[config.mk]
export PLATFORM = sky130hd
export DESIGN_NAME = fifo_sram_writer_flat
export DESIGN_NICKNAME = d
export VERILOG_FILES = /design/src/rtl/fifo_sram_writer_if.sv /design/src/rtl/fifo_sram_writer.sv /design/src/flat_wrapper.sv
export SDC_FILE = /design/constraint.sdc
export NUM_CORES = 1
export LEC_CHECK = 0
export BUFFER_PORTS_ARGS = -buffer_cell sky130_fd_sc_hd__buf_2
export CORE_UTILIZATION = 40
export CTS_CLUSTER_DIAMETER = 50
export CTS_CLUSTER_SIZE = 12
export DETAILED_ROUTE_END_ITERATION = 10
export PLACE_DENSITY = 0.78
export REMOVE_ABC_BUFFERS = 1
export SYNTH_ARGS = -nofsm -noshare
export SYNTH_HDL_FRONTEND = slang
export SYNTH_SLANG_ARGS = --single-unit
[constraint.sdc]
create_clock -name clk -period 1.5 [get_ports clk]
set_input_delay 0.45 -clock clk [delete_from_list [all_inputs] [get_ports clk]]
set_output_delay 0.45 -clock clk [all_outputs]
set_load 0.03 [all_outputs]
[src/rtl/fifo_sram_writer_if.sv]
// Bus bundle between the FIFO read port, fifo_sram_writer and the SRAM pins.
// With SRAM_VERIFY_EN defined the SRAM read-back path sram_dq_in is added.
interface fifo_sram_writer_if #(
   parameter int DATA_W = 16,
   parameter int ADDR_W = 18
);
   // FIFO side: fifo_rd_en is a one-clock pop that is only raised while fifo_empty=0,
   // so the FIFO always accepts it; the popped word appears on fifo_data one clock later.
   logic [DATA_W-1:0] fifo_data;
   logic              fifo_empty;
   logic              fifo_rd_en;
   logic [ADDR_W-1:0] sram_addr;
   logic [DATA_W-1:0] sram_dq_out;
   logic              sram_dq_oe;
   logic              sram_ce_n;
   logic              sram_we_n;
   logic              sram_oe_n;
`ifdef SRAM_VERIFY_EN
   logic [DATA_W-1:0] sram_dq_in;
`endif

   modport master (
      input  fifo_data, fifo_empty,
`ifdef SRAM_VERIFY_EN
      input  sram_dq_in,
`endif
      output fifo_rd_en, sram_addr, sram_dq_out, sram_dq_oe,
      output sram_ce_n, sram_we_n, sram_oe_n
   );

   modport slave (
      output fifo_data, fifo_empty,
`ifdef SRAM_VERIFY_EN
      output sram_dq_in,
`endif
      input  fifo_rd_en, sram_addr, sram_dq_out, sram_dq_oe,
      input  sram_ce_n, sram_we_n, sram_oe_n
   );
endinterface

[src/rtl/fifo_sram_writer.sv]
// Drains a 16-bit FIFO into asynchronous SRAM with timed ce_n/we_n/oe_n strobes.
// Define SRAM_VERIFY_EN to add a read-back VERIFY state and the verify_err flag.
module fifo_sram_writer #(
   parameter int DATA_W    = 16,
   parameter int ADDR_W    = 18,
   parameter int WE_CYCLES = 2
) (
   input  logic              clk,
   input  logic              rst_n,
   input  logic              enable,
   input  logic              start,
   input  logic [ADDR_W-1:0] base_addr,
   fifo_sram_writer_if.master bus,
   output logic              busy,
   output logic [15:0]       words_written,
   output logic              addr_wrap,
`ifdef SRAM_VERIFY_EN
   output logic              verify_err,
`endif
   output logic [2:0]        dbg_state
);

   typedef enum logic [2:0] {
      S_IDLE,
      S_POP,
      S_LATCH,
      S_SETUP,
      S_WRITE,
      S_HOLD
`ifdef SRAM_VERIFY_EN
      , S_VERIFY
`endif
   } state_t;

   state_t            state_q, state_d;
   logic [3:0]        cnt_q, cnt_d;
   logic [ADDR_W-1:0] addr_q, addr_d;
   logic [DATA_W-1:0] data_q, data_d;
   logic [15:0]       words_q, words_d;
   logic              wrap_q, wrap_d;
   logic              rd_en_q, rd_en_d;
   logic              dq_oe_q, dq_oe_d;
   logic              ce_n_q, ce_n_d;
   logic              we_n_q, we_n_d;
   logic              oe_n_q, oe_n_d;
   logic              busy_q, busy_d;
   logic              pop_ok;
   logic              word_done;
`ifdef SRAM_VERIFY_EN
   logic              verr_q, verr_d;
`endif

   always_ff @(posedge clk or negedge rst_n) begin
      if (!rst_n) begin
         state_q <= S_IDLE;
         cnt_q   <= '0;
         addr_q  <= '0;
         data_q  <= '0;
         words_q <= '0;
         wrap_q  <= 1'b0;
         rd_en_q <= 1'b0;
         dq_oe_q <= 1'b0;
         ce_n_q  <= 1'b1;
         we_n_q  <= 1'b1;
         oe_n_q  <= 1'b1;
         busy_q  <= 1'b0;
`ifdef SRAM_VERIFY_EN
         verr_q  <= 1'b0;
`endif
      end else begin
         state_q <= state_d;
         cnt_q   <= cnt_d;
         addr_q  <= addr_d;
         data_q  <= data_d;
         words_q <= words_d;
         wrap_q  <= wrap_d;
         rd_en_q <= rd_en_d;
         dq_oe_q <= dq_oe_d;
         ce_n_q  <= ce_n_d;
         we_n_q  <= we_n_d;
         oe_n_q  <= oe_n_d;
         busy_q  <= busy_d;
`ifdef SRAM_VERIFY_EN
         verr_q  <= verr_d;
`endif
      end
   end

   always_comb begin
      state_d   = state_q;
      cnt_d     = cnt_q;
      addr_d    = addr_q;
      data_d    = data_q;
      words_d   = words_q;
      wrap_d    = 1'b0;
      word_done = 1'b0;
      pop_ok    = enable && !bus.fifo_empty;
`ifdef SRAM_VERIFY_EN
      verr_d    = verr_q;
`endif

      case (state_q)
         S_IDLE: begin
            // The load happens in the same clock as a pop decision, so word 0 lands on base_addr.
            if (start) begin
               addr_d  = base_addr;
               words_d = '0;
`ifdef SRAM_VERIFY_EN
               verr_d  = 1'b0;
`endif
            end
            if (pop_ok) state_d = S_POP;
         end
         S_POP:   state_d = S_LATCH;
         S_LATCH: begin
            data_d  = bus.fifo_data;
            state_d = S_SETUP;
         end
         S_SETUP: begin
            cnt_d   = '0;
            state_d = S_WRITE;
         end
         S_WRITE: begin
            if (cnt_q == 4'(WE_CYCLES - 1)) state_d = S_HOLD;
            else                            cnt_d   = cnt_q + 4'd1;
         end
`ifdef SRAM_VERIFY_EN
         S_HOLD: begin
            cnt_d   = '0;
            state_d = S_VERIFY;
         end
         S_VERIFY: begin
            if (cnt_q == 4'd1) begin
               if (bus.sram_dq_in != data_q) verr_d = 1'b1;
               word_done = 1'b1;
            end else begin
               cnt_d = cnt_q + 4'd1;
            end
         end
`else
         S_HOLD:  word_done = 1'b1;
`endif
         default: state_d = S_IDLE;
      endcase

      // End of a word: advance pointer and count, then chain straight into the next pop if possible.
      if (word_done) begin
         addr_d  = addr_q + 1'b1;
         words_d = words_q + 16'd1;
         wrap_d  = &addr_q;
         state_d = pop_ok ? S_POP : S_IDLE;
      end

      // Strobes are registered from the next state so they line up with state_q.
      rd_en_d = (state_d == S_POP);
      dq_oe_d = state_d inside {S_SETUP, S_WRITE, S_HOLD};
      ce_n_d  = !(state_d inside {S_SETUP, S_WRITE, S_HOLD});
      we_n_d  = (state_d != S_WRITE);
      busy_d  = (state_d != S_IDLE);
`ifdef SRAM_VERIFY_EN
      if (state_d == S_VERIFY) ce_n_d = 1'b0;
      oe_n_d  = (state_d != S_VERIFY);
`else
      oe_n_d  = 1'b1;
`endif
   end

   assign bus.fifo_rd_en  = rd_en_q;
   assign bus.sram_addr   = addr_q;
   assign bus.sram_dq_out = data_q;
   assign bus.sram_dq_oe  = dq_oe_q;
   assign bus.sram_ce_n   = ce_n_q;
   assign bus.sram_we_n   = we_n_q;
   assign bus.sram_oe_n   = oe_n_q;
   assign busy            = busy_q;
   assign words_written   = words_q;
   assign addr_wrap       = wrap_q;
   assign dbg_state       = state_q;
`ifdef SRAM_VERIFY_EN
   assign verify_err      = verr_q;
`endif

endmodule

[src/flat_wrapper.sv]
// flat-port wrapper written by rule: the top's interface ports become plain ports
module fifo_sram_writer_flat 
#(
   parameter int DATA_W    = 16,
   parameter int ADDR_W    = 18,
   parameter int WE_CYCLES = 2
)
  (clk, rst_n, enable, start, base_addr, busy, words_written, addr_wrap, dbg_state, bus_fifo_data, bus_fifo_empty, bus_fifo_rd_en, bus_sram_addr, bus_sram_dq_out, bus_sram_dq_oe, bus_sram_ce_n, bus_sram_we_n, bus_sram_oe_n);
  fifo_sram_writer_if #(.DATA_W(DATA_W), .ADDR_W(ADDR_W)) bus_i ();
  input  logic clk;
  input  logic rst_n;
  input  logic enable;
  input  logic start;
  input  logic [ADDR_W-1:0] base_addr;
  output logic busy;
  output logic [15:0] words_written;
  output logic addr_wrap;
  output logic [2:0] dbg_state;
  input wire logic [$bits(bus_i.fifo_data)-1:0] bus_fifo_data;
  input wire logic [$bits(bus_i.fifo_empty)-1:0] bus_fifo_empty;
  output wire logic [$bits(bus_i.fifo_rd_en)-1:0] bus_fifo_rd_en;
  output wire logic [$bits(bus_i.sram_addr)-1:0] bus_sram_addr;
  output wire logic [$bits(bus_i.sram_dq_out)-1:0] bus_sram_dq_out;
  output wire logic [$bits(bus_i.sram_dq_oe)-1:0] bus_sram_dq_oe;
  output wire logic [$bits(bus_i.sram_ce_n)-1:0] bus_sram_ce_n;
  output wire logic [$bits(bus_i.sram_we_n)-1:0] bus_sram_we_n;
  output wire logic [$bits(bus_i.sram_oe_n)-1:0] bus_sram_oe_n;
  assign bus_i.fifo_data = bus_fifo_data;
  assign bus_i.fifo_empty = bus_fifo_empty;
  assign bus_fifo_rd_en = bus_i.fifo_rd_en;
  assign bus_sram_addr = bus_i.sram_addr;
  assign bus_sram_dq_out = bus_i.sram_dq_out;
  assign bus_sram_dq_oe = bus_i.sram_dq_oe;
  assign bus_sram_ce_n = bus_i.sram_ce_n;
  assign bus_sram_we_n = bus_i.sram_we_n;
  assign bus_sram_oe_n = bus_i.sram_oe_n;
  fifo_sram_writer #(.DATA_W(DATA_W), .ADDR_W(ADDR_W), .WE_CYCLES(WE_CYCLES)) u_core (.clk(clk), .rst_n(rst_n), .enable(enable), .start(start), .base_addr(base_addr), .bus(bus_i), .busy(busy), .words_written(words_written), .addr_wrap(addr_wrap), .dbg_state(dbg_state));
endmodule
==> run metrics <==
min-delay worst type primary input to async pin; clk buf depth 2; Synth-to-Final Area Change 79.6%; pin count of the biggest net entering global routing 64; hold-fix buffer count after cts 0; Critical Path RT 1.72 ns; period utilization 115%; leakage power 2.77 nW; Synth Warn # 0; sequential fraction of design power 25.0%; CP max-delay cell or3_1; M1 GR Usage 29.3%; Synth area leaders dfrtp_1 (48%), mux2_1 (5.7%), nand2_1 (4.0%), nor2_1 (2.6%), nand4_1 (2.4%); CP startpoint kind flop; most used routing layer met2; cell family with most CP delay simple AND/OR/NAND/NOR gates; WL/cell 19.1 um; fin area 0.00570 sq mm; Setup CP Type flop to flop; Port Buffer Count 97; die width 91.1 um; Vias/cell 5.66; final WL 12.0 mm; n_diodes 0; Psw 4.90 mW; Internal 6.47 mW; DR vias 3540; endpoints failing setup 56; I/O Pins 99; R2R Setup Slk -0.22 ns; M2 GR Usage 41.6%; endpoints failing hold 0; ys async rst share 100%; Max stage delay on crit path 0.44 ns; Critical Path Sink Type flop; core region area 0.00769 sq mm; FF/Latch Area 0.00159 sq mm; crit path time final 1.72 ns; clock sink total 63; hold_ws 0.111 ns; Max Freq 581 MHz; Die Span Y 91.1 um; number of CTS-inserted buffers 9; Remaining DRCs 0; Clk pwr share 11.4%; number of library cell types mapped by synthesis 59; fraction of layout cells with a size suffix above 1 63.7%; Root Buffer clkbuf_8; GRT Residual Overflow 0; RSZ-0062 raised after global routing yes; PD cells 1990 mW/mm^2; number of synthesized register bits 63; antenna-violating nets left 0; Final Util 74.2%; Most used DFF post-synth dfrtp_1; Initial DRT Pass Iterations 5; combinational share of power 63.6%; met3 Use GR 4.86%; Reg clk slew, reported paths 0.07 ns; final worst slack -0.220 ns; arrival time worst endpoint 1.94 ns; area of the multi-input gates 0.00201 sq mm; Rows 32; failing checks setup timing; Placed Area 0.00423 sq mm; clk_lat worst skew 0.34 ns; register area share after synthesis 49.7%; Clock Skew 0.00889 ns; post-synth top area cell dfrtp_1; switching share of power 43.1%; maxcap violations 0; EDFF count, synth 0; Mapped Cells 307; status complete, but fails checks; Layout Nets 562; mapped cell area 0.00318 sq mm; first-pass GRT wire length 15.9 mm; GPL Wtd Cong 0.851; DIE AREA 0.00830 sq mm; fin cells 625; cell breakdown of the critical path nand3_2 > or3_1 > a21o_1 > a221o_1; initial DRC count 219; H-tree Lvls 3; Mean Syn Cell Area 10.3 sq um; filler cell count 489; Pwr Total 11.4 mW; Buf/Inv on CP 0; initial core utilization 41.3%; Peak VDD IR 0.00121 V; dpl cells 555; initial antenna violation count 0; vias in the first global route 3377; HPWL Detailed 6.13 mm; CTS tree done; CP Max Fanout 6; top cell type's share of synthesized area 48.1%; Slew Viols, Final 0; overall fraction of global-route tracks in use 24.1%
## power groups by stage
stage / Clock (mW) / Combinational (mW) / Sequential (mW)
3_5_place_dp: 0 / 4.60 / 2.76
4_1_cts: 1.31 / 5.52 / 2.75
2_1_floorplan: 0 / 1.32 / 4.09
3_3_place_gp: 0 / 4.49 / 2.73
5_1_grt: 1.38 / 7.56 / 2.90
6_report: 1.30 / 7.23 / 2.85
## logic make-up (layout without fill, tap and decap cells)
group	count (synthesis)	after routing	synth area share (%)
and+or+nand+nor	129	130	22.5
AOI/OAI and AO/OA	64	64	14.6
DFF	63	63	49.7
muxes	22	22	7.56
buffers and inverters	22	237	3.39
adders and majority gates	4	4	1.58
xor gates and xnor gates	2	2	0.552
other	1	1	0.118
## registers in the layout, summed over array words and instances (netlist names)
signal	flops
u_core.bus.fifo_rd_en	1
u_core.cnt_q	4
u_core.bus.sram_we_n	1
u_core.words_written	16
u_core.bus.sram_ce_n	1
u_core.bus.sram_addr	18
u_core.dbg_state	3
u_core.bus.sram_dq_out	16
u_core.bus.sram_dq_oe	1
u_core.busy	1
u_core.addr_wrap	1
## worst reg2reg max path: stages, from the launching register on
cell,delay [ns]
dfrtp_1,0.41
nand3_2,0.22
or3_1,0.44
a21o_1,0.21
a221o_1,0.31
## metrics by stage
stage | TNS, ns | setup slack (ns)
after global placement | -3.03 | -0.239
after CTS | -1.18 | -0.104
final | -5.48 | -0.220
after detailed placement | -4.87 | -0.263
after global routing | -8.09 | -0.283
after floorplan | -21.41 | -0.678
## layout make-up
class	instances	share of cell area, %
flip-flops and latches	63	27.8
clock inverters	4	0.395
well taps	102	2.24
inverters	7	0.504
multi-input cells	223	35.2
clock buffers	11	2.48
repair buffers	215	31.4
## synth_stat cells, types with 5 or more instances
cell type  count
nand2_1       34
nand3_1       12
and3_1         7
a21oi_1        7
mux2_1        16
nor4_1         7
a221o_1        7
nor3_1         8
mux2i_1        6
o21ai_1       12
buf_2         11
nand4_1       12
a31oi_1        5
nor2_1        22
inv_1          6
dfrtp_1       61
## path summary, 6_finish.rpt
check,from,to,cells past startpoint
setup / recovery,u_core.bus.sram_addr[0],u_core.bus.sram_addr[9],4
hold / removal,rst_n,u_core.bus.sram_addr[6],2
setup reg to reg,u_core.bus.sram_addr[0],u_core.bus.sram_addr[9],4
hold reg to reg,u_core.words_written[15],u_core.words_written[15],1
max in group asynchronous,rst_n,u_core.bus.sram_ce_n,2
min in group clk,bus_fifo_data[5],u_core.bus.sram_dq_out[5],2
## layout by cell type (no fill, tap or decap), types with 4 or more instances in the layout
| master | netlist | layout |
|---|---|---|
| a221o_1 | 7 | 7 |
| and3_1 | 7 | 7 |
| buf_12 | 0 | 6 |
| buf_2 | 11 | 77 |
| buf_4 | 1 | 72 |
| buf_6 | 1 | 53 |
| clkbuf_16 | 0 | 5 |
| clkbuf_8 | 0 | 10 |
| dfrtp_1 | 61 | 54 |
| dfrtp_2 | 0 | 7 |
| inv_1 | 6 | 6 |
| mux2_4 | 0 | 16 |
| mux2i_1 | 6 | 6 |
| nand2_1 | 34 | 24 |
| nand2_2 | 1 | 7 |
| nand2_4 | 0 | 4 |
| nand3_1 | 12 | 10 |
| nand4_1 | 12 | 12 |
| nor2_1 | 22 | 13 |
| nor2_2 | 0 | 6 |
| nor3_2 | 0 | 5 |
| nor4_4 | 0 | 4 |
| o21ai_1 | 12 | 6 |
| o21ai_2 | 2 | 9 |
## per-layer routing
| layer | routed length, um | vias up |
|---|---|---|
| met4 | 298 | 0 |
| met5 | 0 | - |
| met3 | 769 | 40 |
| met2 | 6200 | 171 |
| met1 | 4690 | 1754 |
| li1 | - | 1575 |
## what timing repair did
action                     CTS  global route
pin swaps                   19            26
gates cloned                 2             8
setup endpoints to repair   68            73
buffers inserted            24            23
resized for setup           79           126
No activity file was read; power rests on OpenSTA's default activity.
